`config.mk`:
```
export PLATFORM = sky130hd
export DESIGN_NAME = score_display
export DESIGN_NICKNAME = d
export VERILOG_FILES = /design/src/rtl/score_display_pkg.sv /design/src/rtl/score_display_bin2bcd_seq.sv /design/src/rtl/score_display.sv
export SDC_FILE = /design/constraint.sdc
export NUM_CORES = 1
export LEC_CHECK = 0
export BUFFER_PORTS_ARGS = -buffer_cell sky130_fd_sc_hd__buf_2
export CAP_MARGIN = 10
export CORE_MARGIN = 2
export CORE_UTILIZATION = 48
export CTS_CLUSTER_DIAMETER = 150
export CTS_CLUSTER_SIZE = 30
export DETAILED_ROUTE_END_ITERATION = 8
export GPL_TIMING_DRIVEN = 0
export MAX_ROUTING_LAYER = met4
export PLACE_DENSITY_LB_ADDON = 0.05
export SLEW_MARGIN = 20
export SYNTH_ARGS = -nofsm -noshare
export SYNTH_HDL_FRONTEND = slang
export SYNTH_SLANG_ARGS = --single-unit
```
`constraint.sdc`:
```
create_clock -name clock -period 8 [get_ports clock]
set_input_delay 0.8 -clock clock [delete_from_list [all_inputs] [get_ports clock]]
set_output_delay 0.8 -clock clock [all_outputs]
set_load 0.02 [all_outputs]
```
`src/rtl/score_display_pkg.sv`:
```
// Shared constants and seven-segment patterns for the score display.
// Segment order is {g,f,e,d,c,b,a}, active-low.
package score_display_pkg;

  localparam int SCORELEN = 13;

  localparam logic [6:0] SEG_BLANK = 7'h7F;
  localparam logic [6:0] SEG_ZERO  = 7'b1000000;

  localparam logic [1:0] ST_IDLE  = 2'd0;
  localparam logic [1:0] ST_SHIFT = 2'd1;
  localparam logic [1:0] ST_LOAD  = 2'd2;

  function automatic logic [6:0] seg7(input logic [3:0] d);
    logic [6:0] s;
    case (d)
      4'd0:    s = 7'b1000000;
      4'd1:    s = 7'b1111001;
      4'd2:    s = 7'b0100100;
      4'd3:    s = 7'b0110000;
      4'd4:    s = 7'b0011001;
      4'd5:    s = 7'b0010010;
      4'd6:    s = 7'b0000010;
      4'd7:    s = 7'b1111000;
      4'd8:    s = 7'b0000000;
      4'd9:    s = 7'b0010000;
      default: s = SEG_BLANK;
    endcase
    return s;
  endfunction

endpackage

```
`src/rtl/score_display_bin2bcd_seq.sv`:
```
// Sequential double-dabble: one bit per cycle, SCORE_W shift cycles.
// done is high during LOAD so the consumer latches bcd on that edge.
module bin2bcd_seq
  import score_display_pkg::*;
#(
  parameter int SCORE_W = 14,
  parameter int DIGITS  = 4
) (
  input  logic                  clock,
  input  logic                  rst,
  input  logic                  start,
  input  logic [SCORE_W-1:0]    bin,
  output logic                  busy,
  output logic                  done,
  output logic [4*DIGITS-1:0]   bcd
);

  localparam int CW = $clog2(SCORE_W + 1);

  logic [1:0]          state;
  logic [SCORE_W-1:0]  shreg;
  logic [CW-1:0]       cnt;
  logic [4*DIGITS-1:0] adj;

  assign done = (state == ST_LOAD);

  // add-3 correction on every nibble that would overflow past 9 when doubled
  always_comb begin
    adj = bcd;
    for (int i = 0; i < DIGITS; i++) begin
      if (bcd[4*i +: 4] >= 4'd5)
        adj[4*i +: 4] = bcd[4*i +: 4] + 4'd3;
    end
  end

  // IDLE -> SHIFT (SCORE_W cycles) -> LOAD -> IDLE
  always_ff @(posedge clock or posedge rst) begin
    if (rst) begin
      state <= ST_IDLE;
      shreg <= '0;
      cnt   <= '0;
      bcd   <= '0;
      busy  <= 1'b0;
    end else begin
      case (state)
        ST_IDLE: begin
          if (start) begin
            shreg <= bin;
            bcd   <= '0;
            cnt   <= '0;
            busy  <= 1'b1;
            state <= ST_SHIFT;
          end
        end
        ST_SHIFT: begin
          {bcd, shreg} <= {adj, shreg} << 1;
          cnt <= cnt + 1'b1;
          if (cnt == CW'(SCORE_W - 1))
            state <= ST_LOAD;
        end
        ST_LOAD: begin
          busy  <= 1'b0;
          state <= ST_IDLE;
        end
        default: state <= ST_IDLE;
      endcase
    end
  end

endmodule

```
`src/rtl/score_display.sv`:
```
// Score to multiplexed 4-digit seven-segment display with blanking/blink.
// Define HISCORE_EN to show the high score during the blink off phase.
module score_display
  import score_display_pkg::*;
#(
  parameter int SCORE_W     = SCORELEN + 1,
  parameter int DIGITS      = 4,
  parameter int SCAN_DIV    = 50000,
  parameter int BLINK_TICKS = 250
) (
  input  logic               clock,
  input  logic               rst,
  input  logic [SCORE_W-1:0] score,
  input  logic               collide,
  output logic [6:0]         seg,
  output logic [DIGITS-1:0]  an,
  output logic               busy,
  output logic               overflow
);

  localparam int unsigned LIMIT = 10 ** DIGITS;
  localparam int PW = (SCAN_DIV > 1) ? $clog2(SCAN_DIV) : 1;
  localparam int IW = (DIGITS > 1) ? $clog2(DIGITS) : 1;
  localparam int BW = (BLINK_TICKS > 1) ? $clog2(BLINK_TICKS) : 1;

  logic [SCORE_W-1:0]  src;
  logic [SCORE_W-1:0]  sat_src;
  logic                src_ovf;
  logic [SCORE_W-1:0]  last_conv;
  logic [SCORE_W-1:0]  conv_src;
  logic                conv_ovf;
  logic                start;
  logic                done;
  logic [4*DIGITS-1:0] bcd;
  logic [4*DIGITS-1:0] disp_bcd;
  logic                req;
  logic                blank_an;

  logic [PW-1:0]       pre;
  logic [IW-1:0]       idx;
  logic                tick;
  logic [BW-1:0]       bcnt;
  logic                phase;
  logic [DIGITS-1:0]   lit;
  logic [3:0]          cur;

  // clamp anything the display cannot hold to all nines
  always_comb begin
    src_ovf = (32'(src) >= LIMIT);
    sat_src = src_ovf ? SCORE_W'(LIMIT - 1) : src;
  end

  assign start = !busy && ((sat_src != last_conv) || req);

  bin2bcd_seq #(
    .SCORE_W (SCORE_W),
    .DIGITS  (DIGITS)
  ) u_conv (
    .clock (clock),
    .rst   (rst),
    .start (start),
    .bin   (sat_src),
    .busy  (busy),
    .done  (done),
    .bcd   (bcd)
  );

  // remember what is being converted; publish it when the converter loads
  always_ff @(posedge clock or posedge rst) begin
    if (rst) begin
      conv_src  <= '0;
      conv_ovf  <= 1'b0;
      last_conv <= '0;
      disp_bcd  <= '0;
      overflow  <= 1'b0;
    end else begin
      if (start) begin
        conv_src <= sat_src;
        conv_ovf <= src_ovf;
      end
      if (done) begin
        disp_bcd  <= bcd;
        last_conv <= conv_src;
        overflow  <= conv_ovf;
      end
    end
  end

  assign tick = (pre == PW'(SCAN_DIV - 1));

  // digit-slot prescaler and scan index
  always_ff @(posedge clock or posedge rst) begin
    if (rst) begin
      pre <= '0;
      idx <= '0;
    end else if (tick) begin
      pre <= '0;
      idx <= (idx == IW'(DIGITS - 1)) ? '0 : idx + 1'b1;
    end else begin
      pre <= pre + 1'b1;
    end
  end

  // blink phase: toggles every BLINK_TICKS slots while paused
  always_ff @(posedge clock or posedge rst) begin
    if (rst) begin
      bcnt  <= '0;
      phase <= 1'b1;
    end else if (!collide) begin
      bcnt  <= '0;
      phase <= 1'b1;
    end else if (tick) begin
      if (bcnt == BW'(BLINK_TICKS - 1)) begin
        bcnt  <= '0;
        phase <= ~phase;
      end else begin
        bcnt <= bcnt + 1'b1;
      end
    end
  end

`ifdef HISCORE_EN
  logic [SCORE_W-1:0] hiscore;
  logic               collide_q;
  logic               phase_tgl;

  assign phase_tgl = collide && tick && (bcnt == BW'(BLINK_TICKS - 1));
  assign src       = (collide && !phase) ? hiscore : score;
  assign blank_an  = 1'b0;

  // high score latches on each new collision
  always_ff @(posedge clock or posedge rst) begin
    if (rst) begin
      hiscore   <= '0;
      collide_q <= 1'b0;
    end else begin
      collide_q <= collide;
      if (collide && !collide_q && (score > hiscore))
        hiscore <= score;
    end
  end

  // force a fresh conversion on every phase change
  always_ff @(posedge clock or posedge rst) begin
    if (rst)
      req <= 1'b0;
    else if (phase_tgl)
      req <= 1'b1;
    else if (start)
      req <= 1'b0;
  end
`else
  assign src      = score;
  assign req      = 1'b0;
  assign blank_an = collide && !phase;
`endif

  // a digit is lit if it or any higher digit is nonzero; digit 0 always lit
  always_comb begin
    logic any;
    any = 1'b0;
    lit = '0;
    for (int i = DIGITS - 1; i >= 0; i--) begin
      any    = any | (disp_bcd[4*i +: 4] != 4'd0);
      lit[i] = any;
    end
    lit[0] = 1'b1;
  end

  assign cur = disp_bcd[{idx, 2'b00} +: 4];

  // registered segment and anode drive
  always_ff @(posedge clock or posedge rst) begin
    if (rst) begin
      seg <= SEG_ZERO;
      an  <= ~DIGITS'(1);
    end else begin
      seg <= lit[idx] ? seg7(cur) : SEG_BLANK;
      an  <= blank_an ? '1 : ~(DIGITS'(1) << idx);
    end
  end

endmodule

```
Word level (Yosys, flattened, before mapping)
Memories as Yosys holds them, arrays and structs flattened.
Index checks and enable logic that the tools add are counted.
{ "totals": {"input_bits": 17, "reg_bits": 121, "wordCells": 90, "n_memories": 1, "mem_bits_ro": 112, "out_inout_bits": 13} }
{ "classes": {"n_mux": 28, "shift": 2, "bitwise": 4, "n_lt_le_gt_ge": 6, "n_addsub": 8, "n_eq_ne": 11, "n_reduce_logical": 14} }
{ "memory_table": {"columns": ["memory", "depth", "width", "rd", "rd_clocked_by_memory_dff", "write_ports", "line_no", "source"], "rows": [
  ["(no name shown)", 16, 7, 1, 0, 0, "score_display_pkg.sv:16", "case (d)"]
]} }
{ "ops": {"columns": ["op", "n"], "rows": [
  ["$mux 16", 2],
  ["$pmux 16 s2", 1],
  ["$mux 14", 2],
  ["$pmux 14 s2", 1],
  ["$mux 8", 3],
  ["$mux 4", 5],
  ["$add 16x1->16 const B", 1],
  ["$eq 16x16->1 const B", 1],
  ["$ge 4x3->1 const B", 4],
  ["$shiftx 16x5->4", 1],
  ["$ge 14x14->1 const B", 1],
  ["$ne 14x14->1", 1],
  ["$add 4x2->4 const B", 3],
  ["$reduce_bool 4->1", 3],
  ["$add 8x1->8 const B", 1],
  ["$eq 8x8->1 const B", 1],
  ["$pmux 4 s2", 1],
  ["$reduce_and 2->1", 4],
  ["$mux 7", 1],
  ["$mux 2", 3],
  ["$ne 2x1->1 const B", 3],
  ["$mux 1", 5],
  ["$add 4x1->4 const B", 1],
  ["$eq 2x2->1 const B", 2],
  ["other kinds (18)", 22]
]} }

Longest topological paths before layout
{ "logic_depth": {"depth_word": 6, "mapped_depth": 9} }

By module
From an unflattened synthesis, not the netlist that was laid out.
{ "hier_totals": {"cells_unflattened": 568, "area_unflattened_um2": 6200.9} }
{ "by_module_without_submodules": {"columns": ["mod", "area_each_um2", "n_inst", "cells_each"], "rows": [
  ["score_display", 4180.3, 1, 366],
  ["bin2bcd_seq", 2020.7, 1, 202]
]} }

Worst setup path after synthesis
No wires, ideal clock.
{ "synth_timing": {"path_kind": "in2reg", "from": "input score[12]", "to": "register u_conv.shreg[4]", "t_arrival_ns": 2.802, "cell_stages": 6, "setup_slack_ns": 5.075, "t_required_ns": 7.877, "path_buffers": 0, "path_cell_list": "o31ai_2 mux2_2 a2111oi_2 nand3_1 o31a_1 o221a_1"} }
{ "synth_between": {"elab_chain_cells": 6, "elab_cells_between_ends": 8} }
{ "synth_rtl": {"columns": ["item", "line_no", "source"], "rows": [
  ["start, declared", "score_display.sv:13", "input logic [SCORE_W-1:0] score,"],
  ["$ge 14x14->1", "score_display.sv:49", "src_ovf = (32'(src) >= LIMIT);"],
  ["$mux 14 *", "score_display.sv:50", "sat_src = src_ovf ? SCORE_W'(LIMIT - 1) : src;"],
  ["$ne 14x14->1", "score_display.sv:53", "assign start = !busy && ((sat_src != last_conv) || req);"],
  ["$logic_and 1x1->1", "score_display.sv:53", null],
  ["$ne 2x2->1 (no source line)", null, null],
  ["$reduce_and 2->1 (no source line)", null, null],
  ["end signal, assigned", "score_display_bin2bcd_seq.sv:48", "shreg <= bin;"],
  ["end signal, assigned", "score_display_bin2bcd_seq.sv:56", "{bcd, shreg} <= {adj, shreg} << 1;"],
  ["end, declared", "score_display_bin2bcd_seq.sv:21", "logic [SCORE_W-1:0] shreg;"]
]} }
Mark *: on every way between the ends. The rest lies on a longest branch, timed or not. The select of a mux whose other input is x is not followed.
A chain may end at the register's enable or synchronous reset.

Worst setup path in the final report
Ends and elaborated chain as after synthesis.

==> impl.org <==
** STA
- Worst hold margin :: around 0.42 ns
- Final count of pins violating max slew :: 0
- Tightest slew margin relative to the limit :: between 50% and 60%
- Worst setup margin :: just under 5 ns
- Setup repair after global routing missed its margin :: false
- The clock arrives with 0.00501 ns of skew.
- Hold violation total from the final report :: 0
- Of the available clock period, the critical path in the final layout requires just under 40%.
- Minimum clock period :: between 3 and 4 ns
- Based on the critical path, the design can be clocked at up to ~320 MHz.
- Setup total negative slack on the finished layout was measured at 0 ns.
- Tightest Pin Transition :: between 0.7 and 0.8 ns
- Setup-violating endpoint count in the final report :: 0

** Run status
- The flow ran to the end, and the final reports show no timing, DRC or antenna violations.

** Worst setup path
- Class of the most critical setup path :: in2reg
- Critical path arrival :: ~3.4 ns
- Critical path startpoint category :: input port
- Type of destination of the critical path :: flip-flop
- Worst Setup EP :: u_conv.shreg[4]
- Along the worst path, the maximum fanout reaches 9.
- Terminus of the critical flop-to-flop path :: u_conv.bcd[1]
- Worst R2R Setup Slack :: around 5.4 ns
- Data required time at the worst endpoint :: just over 8 ns
- Start point of the critical path :: score[12]
- FF-to-FF path depth :: 7
- Origin of the critical flop-to-flop path :: u_conv.state[0]

** Power
- Power density relative to cell area :: between 200 and 250 nW/µm²
- Overall power consumption after layout is estimated at between 1.5 and 2 mW.
- For this design the static power due to leakage is between 3 and 4 nW.
- IR analysis of the VDD net gives a maximum drop of 0.166 mV.

** Cells and area
- From synthesis to final layout, the design area changed by 17.1%.
- Most frequent cells in the layout :: dfrtp_1, nand2_1, o21ai_0, inv_1, nor2_1
- Number of inserted diodes :: 0
- Counting the fill cells in the layout gives approximately 1100.
- The sequential cells in the finished layout cover a total of 3030 µm².
- Final standard cell area without fillers :: ~7200 µm²
- In the final layout, the share of cells above drive strength 1 is roughly 16%.
- Most common cell after layout, fill and taps aside :: dfrtp_1
- Multi-input logic area :: around 2900 µm²
- The final layout contains around 700 nets.

** Clock network
- Clock Pin Slew Worst Setup and Hold Paths :: 0.06 ns
- TritonCTS built the clock tree.
- CTS saw between 100 and 150 sinks.
- The clock passes through at most 2 buffers.
- The tree is rooted in a clkbuf_16.
- Hold buffers post-CTS :: 0
- Number of buffers created by CTS :: 17
- After clock tree synthesis, the repair step resized 0 gates.
- Buffers inserted during post-CTS setup optimization :: 0
- In this run the number of H-tree levels came out at 4.
- Clock latency on the worst-skew pair :: ~0.42 ns

** Placement
- Total of buffers placed on input and output ports :: 28
- Placed wire-length estimate after detailed placement :: slightly above 9000 µm
- Instance area after placement :: 6560 µm²
- Prior to clock tree synthesis, the placed netlist has a worst setup slack of 4.48 ns.
- Routability-driven placement finished with a final weighted congestion of 0.873.

** Floorplanning
- Die Span X :: around 120 µm
- Die Span Y :: approximately 120 µm
- Core ar. :: ~13000 µm²
- The floorplan has 41 rows.
- Once the floorplan was initialized, standard cells occupied approximately half of the core.
- # IOs :: 30
- Full die area :: around 14000 µm²

** Drt
- 1st-iter DRT viols :: between 400 and 500
- DRT Wirelength :: 13600 µm
- Summing over every cut layer, the via total after detailed routing is about 4700.
- DRC violation count after routing :: 0
- Drt wl/cell :: around 16 µm
- In this run the remaining antenna-violating nets after routing total 0.
- Using the TritonRoute via totals, the vias-per-cell ratio works out to ~5.5.
- Count of TritonRoute iterations in the first routing pass :: 5

** Global routing
- Wire length of the first global-routing pass :: 23000 µm
- The number of antenna violations at the first check in global routing is 0.
- Entering global routing, the biggest net connects 73 pins.
- For this run the aggregate overflow at the end of global routing stands at 0.
- Overall fraction of global-route tracks in use :: 21.7%
- The via count of the first global-routing pass came to 4555.

** Synth
- After synthesis, flip-flops and latches occupy between 40% and 50% of the total area.
- Netlist cell types :: 64
- Count of warnings emitted by yosys :: 0
- The synthesized design contains 0 enable-type register cells.
- Top flip-flop cell by instance count after synthesis :: dfrtp_1
- Of all flip-flops after synthesis, the portion carrying an async set or reset was 100%.
- The number of nets handed over by synthesis was about 650.
- The synthesized netlist occupies a cell area of ~6200 µm².
- The cell count after synthesis came out at about 610.
- Per-instance average area after synthesis :: ~10 µm²
- Flops & latches, synth :: approximately 120

** Worst hold path
- HP Class :: in2async

** Job
- Max-cap check violation count :: 0
metrics by stage:
step | cells | utilization [%]
after global placement | 809 | 51.9
after detailed placement | 810 | 52.2
after global routing | 842 | 57.5
after CTS | 842 | 57.5
final | 842 | 57.5
after floorplan | 609 | -
how the worst min path moves through the flow:
stage                     startpoint  cells after the start      end  slack, ns
after floorplan               pre[0]                      1   pre[0]       0.43
after global placement        pre[0]                      1   pre[0]       0.44
after detailed placement      pre[0]                      1   pre[0]       0.45
after CTS                        rst                      2  pre[12]       0.43
after global routing             rst                      2  pre[13]       0.46
final                            rst                      2  pre[12]       0.42
routing by layer:
layer,up-vias,global-route usage [%],wire (µm)
met2,90,32.1,6350
li1,2244,-,-
met5,-,-,0
met3,19,5.93,571
met1,2307,28.7,6450
met4,0,8.06,259
registers in the layout, summed over array words and instances, names as in the netlist:
register,flops
an,4
bcnt,8
conv_ovf,1
conv_src,14
disp_bcd,16
idx,2
last_conv,14
overflow,1
phase,1
pre,16
seg,7
u_conv.bcd,16
u_conv.busy,1
u_conv.cnt,4
u_conv.shreg,14
u_conv.state,2
layout make-up:
class	instances	share of cell area [%]
sequential	121	42.0
multi-input combinational	423	39.8
clock buffer	20	6.18
clock inverter	12	3.05
tap	172	2.98
timing repair buffer	29	2.32
inverter	40	2.15
buffer	25	1.49
kinds of logic after synthesis:
kind of cell,Yosys count,synth area share (%)
and+or+nand+nor,192,15.7
AOI/OAI and AO/OA,145,15.8
DFF,121,49.2
buffers and inverters,65,4.18
muxes,37,6.94
xor gates and xnor gates,27,3.83
adders and majority gates,22,4.46
worst max-delay path: stages:
cell and delay, ns:
buf_2 0.14, o31ai_2 0.53, mux2_2 0.41, a2111oi_2 0.36
nand3_1 0.38, o31a_1 0.51, o221a_1 0.31
where the power goes:
| group | switching [mW] | leakage (nW) | internal (mW) |
|---|---|---|---|
| logic | 0.0340 | 1.47 | 0.0165 |
| clock network | 0.280 | 0.324 | 0.592 |
| registers | 0.00158 | 1.52 | 0.617 |
| total | 0.316 | 3.32 | 1.23 |
Yosys cell counts, types with 4 or more instances:
cell type | n | area, µm²
o22ai_1 | 5 | 31.3
nor4_1 | 4 | 25.0
nand2b_1 | 10 | 62.6
nand3_1 | 13 | 65.1
a221o_1 | 6 | 60.1
a221oi_1 | 4 | 35.0
mux2_2 | 16 | 180
clkbuf_1 | 21 | 78.8
a31o_2 | 4 | 35.0
dfrtp_1 | 116 | 2900
nor2_1 | 38 | 143
a21oi_1 | 21 | 105
nand2_1 | 65 | 244
o21ai_0 | 58 | 290
xnor2_1 | 13 | 114
xor2_1 | 14 | 123
nand3b_1 | 4 | 30.0
o31ai_1 | 13 | 97.6
ha_1 | 22 | 275
o211ai_1 | 6 | 45.0
mux2i_1 | 18 | 180
and3_1 | 11 | 68.8
and2_1 | 11 | 68.8
o221a_1 | 4 | 45.0
dfstp_2 | 5 | 131
inv_1 | 40 | 150
nor2b_1 | 8 | 50.1
nor3_1 | 8 | 40.0
Note: power is estimated with default switching activity, not from simulation.
